==> config.mk <==
export PLATFORM = sky130hd
export DESIGN_NAME = backprop_sequencer
export DESIGN_NICKNAME = d
export VERILOG_FILES = /design/src/rtl/backprop_sequencer.sv
export SDC_FILE = /design/constraint.sdc
export NUM_CORES = 1
export LEC_CHECK = 0
export CORE_ASPECT_RATIO = 1.4
export CORE_MARGIN = 2
export CORE_UTILIZATION = 40
export CTS_BUF_LIST = sky130_fd_sc_hd__clkbuf_8
export CTS_CLUSTER_SIZE = 12
export DETAILED_ROUTE_END_ITERATION = 6
export GPL_TIMING_DRIVEN = 0
export PLACE_DENSITY_LB_ADDON = 0.15
export SLEW_MARGIN = 20
export SYNTH_ARGS = -nofsm -noshare
export SYNTH_HDL_FRONTEND = slang
export SYNTH_SLANG_ARGS = --single-unit
==> constraint.sdc <==
create_clock -name clk -period 2.4 [get_ports clk]
set_input_delay 0.48 -clock clk [delete_from_list [all_inputs] [get_ports clk]]
set_output_delay 0.48 -clock clk [all_outputs]
set_load 0.05 [all_outputs]
==> src/rtl/backprop_sequencer.sv <==
// backprop_sequencer: sequences one backward pass over backprop_stack, last layer down to layer 0
module backprop_sequencer #(
  parameter int max_layer_size = 4,
  parameter int data_size      = 8,
  parameter int size           = 3,
  parameter int index_size     = 33
) (
  input  logic                  clk,
  input  logic                  reset,
  input  logic                  start,
  input  logic [index_size-1:0] num_layers,
  input  logic                  abort,
  input  logic                  dc_dw_ready,
  output logic                  stack_clear,
  output logic [index_size-1:0] current_layer_index,
  output logic [index_size-1:0] dc_dw_layer_index,
  output logic                  cal_dy_dy_old,
  output logic                  copy,
  output logic                  dc_dw_valid,
  output logic                  busy,
  output logic                  done,
  output logic                  cfg_error
);
  typedef enum logic [2:0] {IDLE, CLEAR, CAL, COPY, DCDW, DONE} state_t;
  localparam logic [index_size-1:0] max_n = index_size'(max_layer_size);
  localparam logic [index_size-1:0] one = index_size'(1);
  state_t state, state_d;
  logic [index_size-1:0] l, l_d;
  logic err_d;
  logic start_ok;
  if (data_size < 1 || size < 1) begin : g_bad_params
  end
  assign start_ok = num_layers != '0 && num_layers <= max_n;
  // next state and layer counter; abort beats every other transition
  always_comb begin
    state_d = state;
    l_d = l;
    err_d = 1'b0;
    if (abort && state != IDLE) state_d = IDLE;
    else begin
      case (state)
        IDLE: if (start) begin
          state_d = start_ok ? CLEAR : IDLE;
          l_d = start_ok ? num_layers - one : l;
          err_d = !start_ok;
        end
        CLEAR: state_d = CAL;
        CAL: state_d = COPY;
        COPY: state_d = DCDW;
        DCDW: if (dc_dw_ready) begin
          state_d = l == '0 ? DONE : CAL;
          l_d = l == '0 ? l : l - one;
        end
        DONE: state_d = IDLE;
        default: state_d = IDLE;
      endcase
    end
  end
  // state register with every output registered from the upcoming state
  always_ff @(posedge clk or negedge reset) begin
    if (!reset) begin
      state <= IDLE;
      l <= '0;
      stack_clear <= 1'b0;
      cal_dy_dy_old <= 1'b0;
      copy <= 1'b0;
      dc_dw_valid <= 1'b0;
      busy <= 1'b0;
      done <= 1'b0;
      cfg_error <= 1'b0;
      current_layer_index <= '0;
      dc_dw_layer_index <= '0;
    end else begin
      state <= state_d;
      l <= l_d;
      stack_clear <= state_d == CLEAR;
      cal_dy_dy_old <= state_d == CAL;
      copy <= state_d == COPY;
      dc_dw_valid <= state_d == DCDW;
      busy <= state_d != IDLE;
      done <= state_d == DONE;
      cfg_error <= err_d;
      current_layer_index <= (state_d == CAL || state_d == COPY) ? l_d : current_layer_index;
      dc_dw_layer_index <= state_d == DCDW ? l_d : dc_dw_layer_index;
    end
  end
endmodule

=== Yosys cells after proc, flatten, opt, wreduce, memory -nomap -nowiden ===
Index checks and enable logic that the tools add are counted.

* Add/subtract/negate cells: 2
* $mul: 0
* Div/mod/pow operators: 0
* $lt $le $gt $ge: 1
* Eq/ne operators: 9
* Shift-type cells: 0
* Muxes and demuxes: 15
* Bitwise gates (word level): 0
* Reductions and logical operators: 9

{| class="wikitable"
|+ Operators by type and width
! cell !! number
|-
| $mux 33 || 5
|-
| $pmux 33 s2 || 1
|-
| $sub 33x1->33 const B || 2
|-
| $le 33x3->1 const B || 1
|-
| $logic_not 33->1 || 1
|-
| $reduce_bool 33->1 || 1
|-
| $pmux 3 s5 || 1
|-
| $eq 3x2->1 const B || 4
|-
| $mux 3 || 4
|-
| $eq 3x3->1 const B || 3
|-
| $eq 3x1->1 const B || 2
|-
| $reduce_bool 3->1 || 2
|-
| $mux 1 || 4
|-
| $logic_not 3->1 || 1
|-
| $logic_and 1x1->1 || 2
|-
| $logic_not 1->1 || 1
|-
| $logic_or 1x1->1 || 1
|}

* Register bits: 109
* Bits in latches: 0
* Bits in writable memories: 0
* ROM bits: 0
* Input bits: 38
* Output and inout port bits: 73
* Memories: 0

=== Depth between registers and ports, before layout ===
* Depth in word-level cells: 8
* Gate-level depth with buffers: 11
* Mapped depth without buffers: 9

=== Worst setup path after synthesis ===
Ideal clock, no wire load.

* Path kind: reg2reg
* Start point: register l[0]
* End point: register current_layer_index[10]
* Setup time: 0.125 ns
* Arrival time: 2.435 ns
* Data required time: 2.275 ns
* Path slack: -0.160 ns
* Stages on the path, launching flop included: 10
* Buffers on the path: 1
* Cells stage by stage: dfrtp_1 inv_1 ha_1 or4b_1 buf_6 or4_1 a31o_1 a32oi_2 o211ai_2 mux2_2

* Elaborated cells between the ends (all ways): 13
* Those cells by class: 1 x add/sub; 2 x eq/ne; 8 x mux; 2 x reduce/logical

{| class="wikitable"
|+ RTL lines
! item !! line !! text
|-
| start, declared || 28 || <nowiki>logic [index_size-1:0] l, l_d;</nowiki>
|-
| start signal, assigned || 75 || <nowiki>l <= l_d;</nowiki>
|-
| $sub 33x1->33 or $logic_not 33->1 (tied branches) || 52 || <nowiki>l_d = l == '0 ? l : l - one;</nowiki>
|-
| $mux 33 (*) || 52 ||
|-
| $mux 33 (*) || 50 || <nowiki>DCDW: if (dc_dw_ready) begin</nowiki>
|-
| $pmux 33 s2 (*) || 41 || <nowiki>case (state)</nowiki>
|-
| $mux 33 (*) || 39 || <nowiki>if (abort && state != IDLE) state_d = IDLE;</nowiki>
|-
| net l_d[10] || 28 ||
|-
| end signal, assigned || 83 || <nowiki>current_layer_index <= (state_d == CAL || state_d == COPY) ? l_d : current_layer_index;</nowiki>
|-
| end, declared || 15 || <nowiki>output logic [index_size-1:0] current_layer_index,</nowiki>
|}

The timed path passes the listed nets; every way through them passes the cells marked *.
A chain may end at the register's enable or synchronous reset.

=== Final worst setup path ===
* Start point: register l[25]
* End point: register current_layer_index[31]

Same word-level chain as after synthesis.

==> impl_results.md <==
- Initial Utilization: roughly two fifths
- Cell taking the most area after synthesis: dfrtp_1
- Worst Hold Depth: 2
- Run status: finished with violations
- Util after Layout: approximately 69%
- Sequential Power Share: 41.8%
- Power Internal: roughly 0.0032 W
- P_sw: approximately 0.0019 W
- Comb pwr share: between 30% and 40%
- Worst Setup End Kind: flop
- Data arrival, critical path: about 2900 ps
- CTS tree: done
- Final period util: 109%
- Post-route antenna net violation count: 0
- Yosys cell types: between 70 and 80
- Final Skew: approximately 25 ps
- IO Pins: 111
- Setup TNS: -6010 ps
- Max H-tree Level: 3
- Post-Synth XOR/XNOR Area: between 1.5 and 2%
- Via/cell ratio: roughly 6
- Layout area overhead: 69.3%
- Global-route wire length before repair: around 33000 microns
- Mean Syn Cell Area: roughly 9.6 sq um
- Total die area: 0.0150 sq mm
- Largest family of logic cells by synthesized area: simple AND/OR/NAND/NOR gates
- Core area: about 0.014 sq mm
- Total power: approximately 0.005 W
- Cell Pwr Density: approximately 540 mW/mm^2
- Compound-Gate Fraction of Synth Area: 19.9%
- Share of the synthesized area in the top cell type: ~50%
- # DRC: 0
- Switching Share: 37.0%
- Minimum clock period: 2610 ps
- Failing checks: setup timing
- Peak supply drop: ~440 uV
- Site row count: between 50 and 60
- Design Area, Final: 0.00946 sq mm
- Slack of the critical path: -207 ps
- Hold endpoint: l[0]
- Antenna violations before repair: 0
- CP Class: reg2reg
- DP Wirelength: about 15000 microns
- Clock slew at reported path FFs: around 110 ps
- Skew-Pair Late Insertion Delay: around 400 ps
- Number of port buffers: roughly 110
- Crit path required time: 2680 ps
- Pins Over Slew Limit: 0
- First-pass iteration count of the detailed router: 5
- Setup violators final: 64
- Die width: 104 microns
- Top post-synthesis cells by area: dfrtp_1 49%, nand2_1 4.8%, nor2_1 4.2%, a31oi_1 3.8%, o21ai_0 3.3%
- Die H: ~140 microns
- Hold WC Path Type: in2reg
- Drt wl/cell: between 20 and 25 microns
- Clock power share: a little under a quarter
- Fraction of layout cells with a size suffix above 1: between 40% and 50%
- Syn Inst Count: approximately 580
- CP Max Fanout: 5
- Grt total ovfl: 0
- Clock Root Buffer: clkbuf_8
- Vias: 5800
- R2r setup slk: -210 ps
- GRT Total Usage: between 20 and 30%
- Post-synth EDFFs: 0
- Crit Reg-Reg Endpoint: current_layer_index[31]
- Startpoint Class: flop
- Reg2Reg Depth: 7
- Placed inst area: a little over 0.007 sq mm
- Largest net degree at the start of global routing: 74
- Yosys warning total: 0
- Netlist Area Pre-Place: around 0.0056 sq mm
- Layout Nets: between 800 and 900
- Final hold violation count: 0
- Initial DRC count: approximately 350
- Main synth FF type: dfrtp_1
- Clk sink count: 109
- Adder-Cell Fraction of Synth Area: less than 1%
- Seq/Total Area, Yosys: between 40 and 50%
- Max Buffers Root-to-Sink: 2
- Vias in the first global route: 5696
- Synthesized flop and latch total: between 100 and 150
- Max transition margin: between 50% and 60%
- R2r startpoint: l[25]
- Antenna diodes: 0
- Routed WL: between 20000 and 25000 microns
- Syn Nets: between 600 and 700
- Post-synthesis simple-gate area fraction: roughly a quarter
- Worst-Margin Slew: approximately 660 ps
- Mux cell area share after synthesis: between 1 and 1.5%
- Fmax: 384 MHz
- RSZ-0062 raised after global routing: true
- Num CTS Buffers: 9
- Gpl congestion: 0.947
- Ys async rst share: 100%
- Pleak: slightly below 4 nW
- Worst hold start: num_layers[0]
- Max-cap violations: 0
-- registers in the layout, indices dropped and copies added (netlist names) --
register	flops
current_layer_index	33
dc_dw_layer_index	33
l	33
state	3
busy	1
cal_dy_dy_old	1
cfg_error	1
copy	1
dc_dw_valid	1
done	1
stack_clear	1
-- cell usage after synthesis, types with 5 or more instances --
cell type  count
buf_2          7
or3_1         10
nand3_1       25
mux2_2         5
o21ai_1        9
a31oi_1       34
nor4b_1        5
nand2_1       72
o211ai_1       9
dfrtp_1      109
nor4_1        11
nor3_1        11
inv_1         12
clkbuf_1      21
o311ai_2       5
and2_1         6
xor2_1         7
nand4_1        6
or4_1         10
nor2_1        62
o21ai_0       37
a21oi_1       20
-- final cells by class --
cell class	count	area, sq um
plain buffers	26	277
clock buffers	12	165
clock inverters	4	37.5
fillers	1109	4320
inverters	14	78.8
multi-input cells	429	3890
flip-flops and latches	109	2740
well taps	185	231
repair buffers	207	2030
repair inverters	1	11.3
-- cell usage in the layout, fill, tap and decap left out, types with 10 or more instances in the layout --
master	synthesis	routed
o21ai_1	9	20
inv_1	12	10
nor2_4	0	19
a21oi_2	0	10
o21ai_2	1	12
or4_4	2	10
nand2_1	72	64
dfrtp_2	0	13
clkbuf_8	0	12
nor2_1	62	41
buf_4	0	75
buf_12	0	11
a31oi_4	0	10
nand3_1	25	17
buf_6	2	17
a31oi_1	34	21
o21ai_0	37	10
clkdlybuf4s50_1	0	95
nor4_4	3	13
dfrtp_1	109	96
-- stage by stage --
stage,hold WS (ps),cells,setup WS [ps]
6_report,471,987,-207
5_1_grt,487,987,-278
4_1_cts,483,952,-211
3_5_place_dp,408,879,-1170
3_3_place_gp,460,877,-3310
2_1_floorplan,184,583,-156
-- worst max path at each step --
stage,from,cells after the start,endpoint,slack [ps]
final,l[25],7,current_layer_index[31],-210
after global routing,l[1],10,dc_dw_layer_index[28],-280
after CTS,l[1],9,current_layer_index[16],-210
after detailed placement,num_layers[7],8,current_layer_index[18],-1170
after global placement,reset,1,dc_dw_valid,-3310
after floorplan,l[0],9,current_layer_index[10],-160
-- kinds of logic after synthesis --
kind of cell | count (synthesis)
DFF | 109
muxes | 7
AOI/OAI and AO/OA | 156
and+or+nand+nor | 252
adders and majority gates | 3
xor gates and xnor gates | 11
buffers and inverters | 45
-- critical path: stages (launching register included) --
cell	delay [ps]
dfrtp_1	440
or4_4	590
or3_4	450
buf_4	160
nor3_4	210
o32ai_2	140
a211o_1	260
mux2_4	250
-- power groups by stage --
stage	logic (W)	clock network (W)	registers, W
finish	0.00181	0.00116	0.00213
global route	0.00189	0.00124	0.00215
CTS	0.00157	0.00117	0.00210
detailed placement	0.00134	0	0.00212
global placement	0.00133	0	0.00212
floorplan	0.000351	0	0.00259
-- layer usage --
metal | up-vias | GRT usage, % | part of all wire, %
li1 | 2603 | - | -
met1 | 2852 | 36.4 | 39
met2 | 298 | 50.1 | 51
met3 | 47 | 3.90 | 6.4
met4 | 0 | 15.4 | 4.2
met5 | - | 0 | 0
-- repair_timing --
| action | in CTS | in global routing |
|---|---|---|
| cloned | 6 | 0 |
| hold endpoints to repair | 27 | 0 |
| setup buffers | 56 | 40 |
| endpoints found under the setup margin | 104 | 101 |
| hold buffers | 1 | 0 |
| pin swaps | 52 | 80 |
| gates resized for setup | 208 | 144 |
(Power assumes the default switching activity.)
